===== config.mk =====
export PLATFORM = sky130hd
export DESIGN_NAME = rr_arb4_ctrl_flat
export DESIGN_NICKNAME = d
export VERILOG_FILES = /design/src/rtl/rr_arb4_ctrl_pkg.sv /design/src/rtl/rr_arb4_ctrl_if.sv /design/src/rtl/rr_pick4.sv /design/src/rtl/rr_arb4_ctrl.sv /design/src/flat_wrapper.sv
export SDC_FILE = /design/constraint.sdc
export NUM_CORES = 1
export LEC_CHECK = 0
export CAP_MARGIN = 20
export CORE_UTILIZATION = 48
export CTS_CLUSTER_DIAMETER = 60
export CTS_CLUSTER_SIZE = 16
export DETAILED_ROUTE_END_ITERATION = 8
export GPL_TIMING_DRIVEN = 0
export PLACE_DENSITY = 0.75
export REMOVE_ABC_BUFFERS = 1
export SLEW_MARGIN = 20
export SYNTH_ARGS = -nofsm -noshare
export SYNTH_HDL_FRONTEND = slang
export SYNTH_SLANG_ARGS = --single-unit

===== constraint.sdc =====
create_clock -name clk -period 2.19 [get_ports clk]
set_clock_uncertainty 0.1 [all_clocks]
set_input_delay 0.438 -clock clk [delete_from_list [all_inputs] [get_ports clk]]
set_output_delay 0.438 -clock clk [all_outputs]
set_load 0.03 [all_outputs]

===== src/rtl/rr_arb4_ctrl_pkg.sv =====
// Shared types and helpers for the 4-way round-robin arbiter (package rr_arb_pkg).
package rr_arb_pkg;

    localparam int NUM_REQ = 4;
    localparam int ID_W    = 2;

    typedef enum logic {
        ST_IDLE,
        ST_OWNED
    } state_t;

    function automatic logic [NUM_REQ-1:0] onehot4(input logic [ID_W-1:0] id);
        logic [NUM_REQ-1:0] oh;
        oh     = '0;
        oh[id] = 1'b1;
        return oh;
    endfunction

endpackage


===== src/rtl/rr_arb4_ctrl_if.sv =====
// Request/grant bundle between the requesters (master) and the arbiter (slave).
interface rr_arb4_ctrl_if;
    import rr_arb_pkg::*;

    logic [NUM_REQ-1:0] req;
    logic [NUM_REQ-1:0] gnt;
    logic [ID_W-1:0]    gnt_id;
    logic               busy;

    modport master (output req, input gnt, input gnt_id, input busy);
    modport slave  (input req, output gnt, output gnt_id, output busy);

endinterface


===== src/rtl/rr_pick4.sv =====
// Combinational round-robin picker: first set, non-excluded req scanning from ptr+1 with wrap.
module rr_pick4
    import rr_arb_pkg::*;
(
    input  logic [NUM_REQ-1:0] req,
    input  logic [ID_W-1:0]    ptr,
    input  logic [NUM_REQ-1:0] excl,
    output logic               vld,
    output logic [ID_W-1:0]    id
);

    logic [ID_W-1:0] idx;

    always_comb begin
        vld = 1'b0;
        id  = '0;
        idx = '0;
        // k runs 1..4 so the last position examined is ptr itself
        for (int k = 1; k <= NUM_REQ; k++) begin
            idx = ptr + ID_W'(k);
            if (!vld && req[idx] && !excl[idx]) begin
                vld = 1'b1;
                id  = idx;
            end
        end
    end

endmodule


===== src/rtl/rr_arb4_ctrl.sv =====
// Four-requester round-robin arbiter with registered one-hot grant and owner index.
// Define HOLD_TIMEOUT_EN to force rotation after HOLD_MAX consecutive granted cycles.
module rr_arb4_ctrl
    import rr_arb_pkg::*;
#(
    parameter int HOLD_MAX = 8,
    parameter int CNT_W    = 8
) (
    input  logic         clk,
    input  logic         rst,
    rr_arb4_ctrl_if.slave bus
);

`ifdef HOLD_TIMEOUT_EN
    localparam bit TIMEOUT_EN = 1'b1;
`else
    localparam bit TIMEOUT_EN = 1'b0;
`endif

    localparam logic [CNT_W-1:0] CNT_SAT = CNT_W'(HOLD_MAX - 1);

    state_t             state_q, state_d;
    logic [ID_W-1:0]    id_q, id_d;
    logic [ID_W-1:0]    ptr_q, ptr_d;
    logic [CNT_W-1:0]   cnt_q, cnt_d;
    logic [NUM_REQ-1:0] gnt_q, gnt_d;

    logic [ID_W-1:0]    pick_ptr;
    logic [NUM_REQ-1:0] pick_excl;
    logic               pick_vld;
    logic [ID_W-1:0]    pick_id;
    logic               owner_req;
    logic               cnt_at_sat;

    // While owned the scan starts after the owner and skips it; on a release
    // req[owner] is already low, so the exclusion only matters for timeouts.
    assign pick_ptr   = (state_q == ST_OWNED) ? id_q : ptr_q;
    assign pick_excl  = (state_q == ST_OWNED) ? onehot4(id_q) : '0;
    assign owner_req  = bus.req[id_q];
    assign cnt_at_sat = (cnt_q == CNT_SAT);

    rr_pick4 u_pick (
        .req  (bus.req),
        .ptr  (pick_ptr),
        .excl (pick_excl),
        .vld  (pick_vld),
        .id   (pick_id)
    );

    always_comb begin
        state_d = state_q;
        id_d    = id_q;
        ptr_d   = ptr_q;
        cnt_d   = cnt_q;
        unique case (state_q)
            ST_IDLE: begin
                if (pick_vld) begin
                    state_d = ST_OWNED;
                    id_d    = pick_id;
                    cnt_d   = '0;
                end
            end
            ST_OWNED: begin
                if (!owner_req) begin
                    ptr_d = id_q;
                    cnt_d = '0;
                    if (pick_vld) begin
                        id_d = pick_id;
                    end else begin
                        state_d = ST_IDLE;
                    end
                end else if (TIMEOUT_EN && cnt_at_sat && pick_vld) begin
                    ptr_d = id_q;
                    id_d  = pick_id;
                    cnt_d = '0;
                end else if (!cnt_at_sat) begin
                    cnt_d = cnt_q + CNT_W'(1);
                end
            end
            default: state_d = ST_IDLE;
        endcase
        gnt_d = (state_d == ST_OWNED) ? onehot4(id_d) : '0;
    end

    always_ff @(posedge clk) begin
        if (rst) begin
            state_q <= ST_IDLE;
            id_q    <= '0;
            ptr_q   <= 2'd3;
            cnt_q   <= '0;
            gnt_q   <= '0;
        end else begin
            state_q <= state_d;
            id_q    <= id_d;
            ptr_q   <= ptr_d;
            cnt_q   <= cnt_d;
            gnt_q   <= gnt_d;
        end
    end

    assign bus.gnt    = gnt_q;
    assign bus.gnt_id = id_q;
    assign bus.busy   = (state_q == ST_OWNED);

endmodule


===== src/flat_wrapper.sv =====
// flat-port wrapper written by rule: the top's interface ports become plain ports
module rr_arb4_ctrl_flat import rr_arb_pkg::*;
#(
    parameter int HOLD_MAX = 8,
    parameter int CNT_W    = 8
)
  (clk, rst, bus_req, bus_gnt, bus_gnt_id, bus_busy);
  rr_arb4_ctrl_if bus_i ();
  input  logic clk;
  input  logic rst;
  input wire logic [$bits(bus_i.req)-1:0] bus_req;
  output wire logic [$bits(bus_i.gnt)-1:0] bus_gnt;
  output wire logic [$bits(bus_i.gnt_id)-1:0] bus_gnt_id;
  output wire logic [$bits(bus_i.busy)-1:0] bus_busy;
  assign bus_i.req = bus_req;
  assign bus_gnt = bus_i.gnt;
  assign bus_gnt_id = bus_i.gnt_id;
  assign bus_busy = bus_i.busy;
  rr_arb4_ctrl #(.HOLD_MAX(HOLD_MAX), .CNT_W(CNT_W)) u_core (.clk(clk), .rst(rst), .bus(bus_i));
endmodule

==> impl_metrics.tcl <==
set metrics [dict create \
    worstHoldStart "u_core.bus.gnt_id[0]" \
    viasPerCell 6.05 \
    synth_fa_ha_area_frac 0 \
    place_congestion 0.933 \
    tns_ns 0 \
    drt_iter0_drc 30 \
    vias 617 \
    muxShareOfSynthArea 0.161 \
    drc 0 \
    placed_cell_area_um2 749 \
    end_kind "flop" \
    clock_sinks 9 \
    synth_cell_types 36 \
    ios 13 \
    stdcell_area_um2 810 \
    grt_pass1_vias 528 \
    slew_headroom 0.777 \
    cp_max_fo 7 \
    r2r_slack_ns 0.18 \
    syn_avg_cell_area_um2 8.71 \
    arrival_ns 2.07 \
    firstDrtPassIters 4 \
    netSwitchingPower_mw 0.306 \
    maxSlewViolCount 0 \
    ir_drop_v 0.000483 \
    worst_pin_slew_ns 0.325 \
    dieArea_mm2 0.00147 \
    cts_root_buf "clkbuf_4" \
    hold_violations 0 \
    status "finished clean" \
    clk_pin_slew_worst_paths_ns 0.06 \
    worst_hold_slack_ns 0.533 \
    pwr-share-comb 0.497 \
    synth_top_family_by_area "simple AND/OR/NAND/NOR gates" \
    setup-violations-final 0 \
    insertion_delay_ns 0.26 \
    power_frac_clock 0.168 \
    rr_startpoint "u_core.bus.busy" \
    cts_tree "yes" \
    wl_per_cell_um 15.5 \
    ys.warnings.count 0 \
    sequentialPowerShare 0.335 \
    rr_worst_depth 6 \
    antennaDiodeCount 0 \
    grt-ovfl-total 0 \
    syn_to_final_growth_pct 27.4 \
    timing.final.crit_share 0.922 \
    rsz0062_at_grt "no" \
    crit_chain "dlygate4sd2_1 -> mux2_4 -> and3_1 -> nor2_1 -> o2bb2ai_1 -> a311o_2 -> nor3b_2" \
    synth_ff_type "dfxtp_1" \
    critPathLaunchType "primary input" \
    p_leak_nw 0.334 \
    synth-seq-area-share 0.283 \
    fp.coreArea_mm2 0.00117 \
    p_int_mw 0.450 \
    numCtsBuffers 3 \
    synth_compound_area_frac 0.219 \
    critPathSlowestCell "a311o_2" \
    synthArstFlopShare 0 \
    fp.dieW_um 38.4 \
    max_freq_mhz 495 \
    nets 95 \
    synth_xor_xnor_area_share 0 \
    cp-endpoint "u_core.bus.gnt[0]" \
    timing.final.crit_period_ns 2.02 \
    worstPathRequired_ns 2.24 \
    cts_buffer_depth 2 \
    ctsHoldBuffers 0 \
    yosysMostFrequentCell "nor2_1" \
    synthTopCellsByCount "nor2_1, dfxtp_1, nand2_1" \
    post-dp-hpwl_um 1090 \
    netlist_instances 73 \
    drive_above_1_share 0.193 \
    crit_type "primary input to flop" \
    wirelength_um 1590 \
    port_buffers 12 \
    grt_first_pass_wirelength_um 2470 \
    hp-class "flop to flop" \
    fp.dieH_um 38.4 \
    yosysTopAreaCellShare 0.283 \
    start_util 0.543 \
    ant_nets 0 \
    synth-edff-count 0 \
    syn_area_um2 636 \
    fin_util 0.691 \
    grt_max_degree 12 \
    antenna_found_initial 0 \
    synth.area.top_cells "dfxtp_1, mux2i_1, nor2_1" \
    worstReg2RegEnd "u_core.bus.gnt[0]" \
    cap_violations 0 \
    yosys.area.top_type "dfxtp_1" \
    slowest_delay_ns 0.36 \
    critPathLaunch "bus_req[2]" \
    p_sw_frac 0.405 \
    row_count 12 \
    globalRouteTotalUtil 0.247 \
    total_power_mw 0.756 \
    ys_ff_latch 9 \
    synthSimpleGateAreaFrac 0.281 \
    powerDensity_mw_per_mm2 934 \
    htreeDepth 1 \
]
==> layer usage <==
layer  part of all wire  wire [um]  global-route usage  vias up
met5                  0          0                   0        -
met4             0.0095         15              0.0776        0
met3              0.045         72              0.0872        2
met2               0.48        761               0.390       18
met1               0.46        737               0.312      296
li1                   -          -                   -      301
==> power by group through the flow <==
stage          Sequential [mW]  Combinational [mW]  Clock, mW
3_3_place_gp             0.246               0.347          0
2_1_floorplan            0.296               0.190          0
5_1_grt                  0.261               0.402      0.141
4_1_cts                  0.247               0.353      0.134
3_5_place_dp             0.249               0.352          0
6_report                 0.254               0.376      0.127
==> worst max-delay path: cells and delay by family <==
| kind | cells | cell delay [ns] |
|---|---|---|
| AOI/OAI and AO/OA | 2 | 0.46 |
| buffers and inverters | 1 | 0.33 |
| muxes | 1 | 0.32 |
| and+or+nand+nor | 3 | 0.53 |
==> state kept, by name, summed over array words and instances, names as in the netlist <==
register and count:
u_core.bus.gnt_id 2, u_core.ptr_q 2, u_core.bus.busy 1, u_core.bus.gnt 4
==> cell type report <==
type | instances | area (um2)
repair buffers | 14 | 134
multi-input cells | 58 | 434
clock buffers | 4 | 26.3
flip-flops and latches | 9 | 186
fillers | 97 | 362
inverters | 3 | 11.3
well taps | 14 | 17.5
==> timing repair <==
action                                  4_1_cts  5_1_grt
gates resized for setup                       5        5
endpoints found under the setup margin        4        4
setup buffers                                 0        2
==> cells by family after synthesis <==
logic type,after synthesis
DFF,9
and+or+nand+nor,32
buffers and inverters,6
AOI/OAI and AO/OA,18
muxes,8
==> layout by cell type, fill, tap and decap left out, types with 2 or more instances in the layout <==
master           instances
mux2i_1                  4
nand2b_1                 3
dfxtp_1                  6
clkdlybuf4s50_1          8
mux2i_4                  2
nor2_1                  10
nor3_1                   2
dfxtp_2                  2
nor3b_2                  3
nand3b_1                 2
nand2_1                  5
buf_4                    2
dlygate4sd2_1            3
o21ai_0                  4
inv_1                    3
and3_1                   3
clkbuf_4                 3
==> worst min-delay path by stage <==
stage	end	cells past startpoint
after global routing	u_core.ptr_q[0]	2
after global placement	u_core.ptr_q[1]	1
after CTS	u_core.ptr_q[0]	2
after detailed placement	u_core.ptr_q[1]	1
final	u_core.ptr_q[0]	2
after floorplan	u_core.bus.gnt_id[1]	1
==> metrics by stage <==
step | setup slack [ns] | std cells
floorplan | -0.0298 | 70
global placement | -0.383 | 96
detailed placement | -0.387 | 96
CTS | 0.0248 | 100
global route | 0.0758 | 102
finish | 0.172 | 102
No activity file was read; power rests on OpenSTA's default activity.
==> patch, RTL diff (same flow settings) <==
`NUM_REQ`: 4 -> 8.
--- a/src/rtl/rr_arb4_ctrl_pkg.sv
+++ b/src/rtl/rr_arb4_ctrl_pkg.sv
@@ -3,3 +3,3 @@
 
-    localparam int NUM_REQ = 4;
+    localparam int NUM_REQ = 8;
     localparam int ID_W    = 2;
Ports: changed (resized bus_gnt and bus_req); port bits go from 13 to 21. No check against the original RTL was run, so the function may have changed too.
==> patch against the original RTL <==
  * Setup slack worse by 88 ps
  * Area after synthesis is 14% higher
  * Largest power group unchanged
  * Critical path type is now register to primary output
  * Sequential share of layout area is 1.5 points lower
  * Total power is 2.4% lower
  * Register-to-register slack worse by 80 ps
  * Sequential cell count stayed put
  * Routed wire length is 0.25% higher
  * Final area is 8.3% higher
==> patch: results (changes against the original RTL) <==
[cells_and_area]
stdcell_count = 105  ; was 102
drive_above_1_share_pct = 20.0  ; was 19.3%
largest_reg_flops = 4  ; unchanged
fillers = 116  ; was 97
antenna_cells = 0  ; unchanged

[placement]
placed_cells = 101  ; was 96
placed_area_sq_um = 802  ; was 749 sq um
routabilityCongestion = 0.762  ; was 0.933
preCtsSetupSlack_ps = -392  ; was -387 ps
post-dp-hpwl_um = 1000  ; was 1.09 mm

[grt]
grt_pass1_wl_mm = 2.33  ; was 2.47 mm
grt_usage_pct = 21.2  ; was 24.7%
grt_pass1_vias = 555  ; was 528
grt_max_degree = 14  ; was 12
antenna_found_initial = 0  ; unchanged

[setup_path]
crit_slowest_cell = clkdlybuf4s50_1  ; was a311o_2
cp-endpoint = bus_gnt_id[1]  ; was u_core.bus.gnt[0]$_SDFF_PP0_
cp-startpoint = u_core.bus.gnt_id[1]$_SDFF_PP0_  ; was bus_req[2]
reg2reg_from = u_core.bus.busy$_SDFF_PP0_  ; unchanged
rrSetupSlack_ps = 100  ; was 180 ps
worstReg2RegEnd = u_core.bus.gnt[1]$_SDFF_PP0_  ; was u_core.bus.gnt[0]$_SDFF_PP0_
path_max_fanout = 8  ; was 7
critical_path.top_delay_family = buffers and inverters  ; was simple AND/OR/NAND/NOR gates
crit_path_max_incr_delay_ps = 750  ; was 360 ps

[hold_path]
holdPathEnd = u_core.ptr_q[0]$_SDFFE_PP1P_  ; unchanged
min-delay-start = u_core.ptr_q[0]$_SDFFE_PP1P_  ; was u_core.bus.gnt_id[0]$_SDFF_PP0_
hp-class = register to register  ; unchanged
holdPathStages = 1  ; was 2

[pwr]
comb_power_share_pct = 49.4  ; was 49.7%
cellLeakagePower_nw = 0.343  ; was 0.334 nW
switchingPower_mw = 0.304  ; was 0.306 mW
vdd_drop_max_mv = 0.463  ; was 0.483 mV
comb-power_mw = 0.365  ; was 0.376 mW
clkPwrFrac_pct = 16.4  ; was 16.8%

[detailed_routing]
routed_via_density = 5.89  ; was 6.05
drt-total-wl_mm = 1.59  ; about the same
first_iter_violations = 23  ; was 30

[synth]
ys_seq_area_share_pct = 25.0  ; was 28.3%
synth.cells.most_frequent = 9 x dfxtp_1, 8 x nor2_1, 6 x nand2_1  ; was 10 x nor2_1, 9 x dfxtp_1, 5 x nand2_1
synth.most_common_cell = dfxtp_1  ; was nor2_1
synth_cell_types = 42  ; was 36
synthCells = 81  ; was 73
synthTopCellsByArea = dfxtp_1 25%, mux2i_1 5.5%, buf_4 4.2%, nor2_1 4.2%, a221oi_4 3.6%  ; was dfxtp_1 28%, mux2i_1 6.3%, nor2_1 5.9%, nor3b_2 3.9%, mux2i_4 3.5%
synth_flop_cell = dfxtp_1  ; unchanged

[sta]
setup_ws_ps = 83.4  ; was 172 ps
whs_ps = 480  ; was 533 ps

[outcome]
status = complete, no violations  ; unchanged

[clocking]
cts_buffer_depth = 2  ; unchanged
cts_buffers = 3  ; unchanged
clock_latency_ps = 250

==> patch: repair_timing <==
item                                   CTS  global route
buffers inserted                         0             0
gates resized for setup                  9             7
endpoints found under the hold margin    0             0
pin swaps                                1             1
setup endpoints to repair                8             5
==> patch: final cells by class <==
class	instances	area [sq um]	area share, %
repair buffers	12	116	13.3
flip-flops and latches	9	189	21.5
clock buffers	4	26.3	3.00
well taps	15	18.8	2.14
multi-input cells	61	512	58.3
inverters	4	15.0	1.71
==> patch: per-layer routing <==
metal	vias up	global-route usage (%)	part of all wire (%)
met5	-	0	0
met2	24	36.3	48
met1	289	26.5	47
met4	0	7.50	0.31
li1	303	-	-
met3	2	3.26	4.6
==> patch: cell families (layout without fill, tap and decap cells) <==
group                  after synthesis  in the layout  synth area share (%)
other                                1              4                 0.519
XOR/XNOR                             2              2                  2.43
multiplexers                         8              8                  15.3
AO/OA/AOI/OAI                       19             19                  23.7
AND/OR/NAND/NOR                     28             28                  21.3
flip-flops                           9              9                  25.0
buffers and inverters               14             20                  11.8
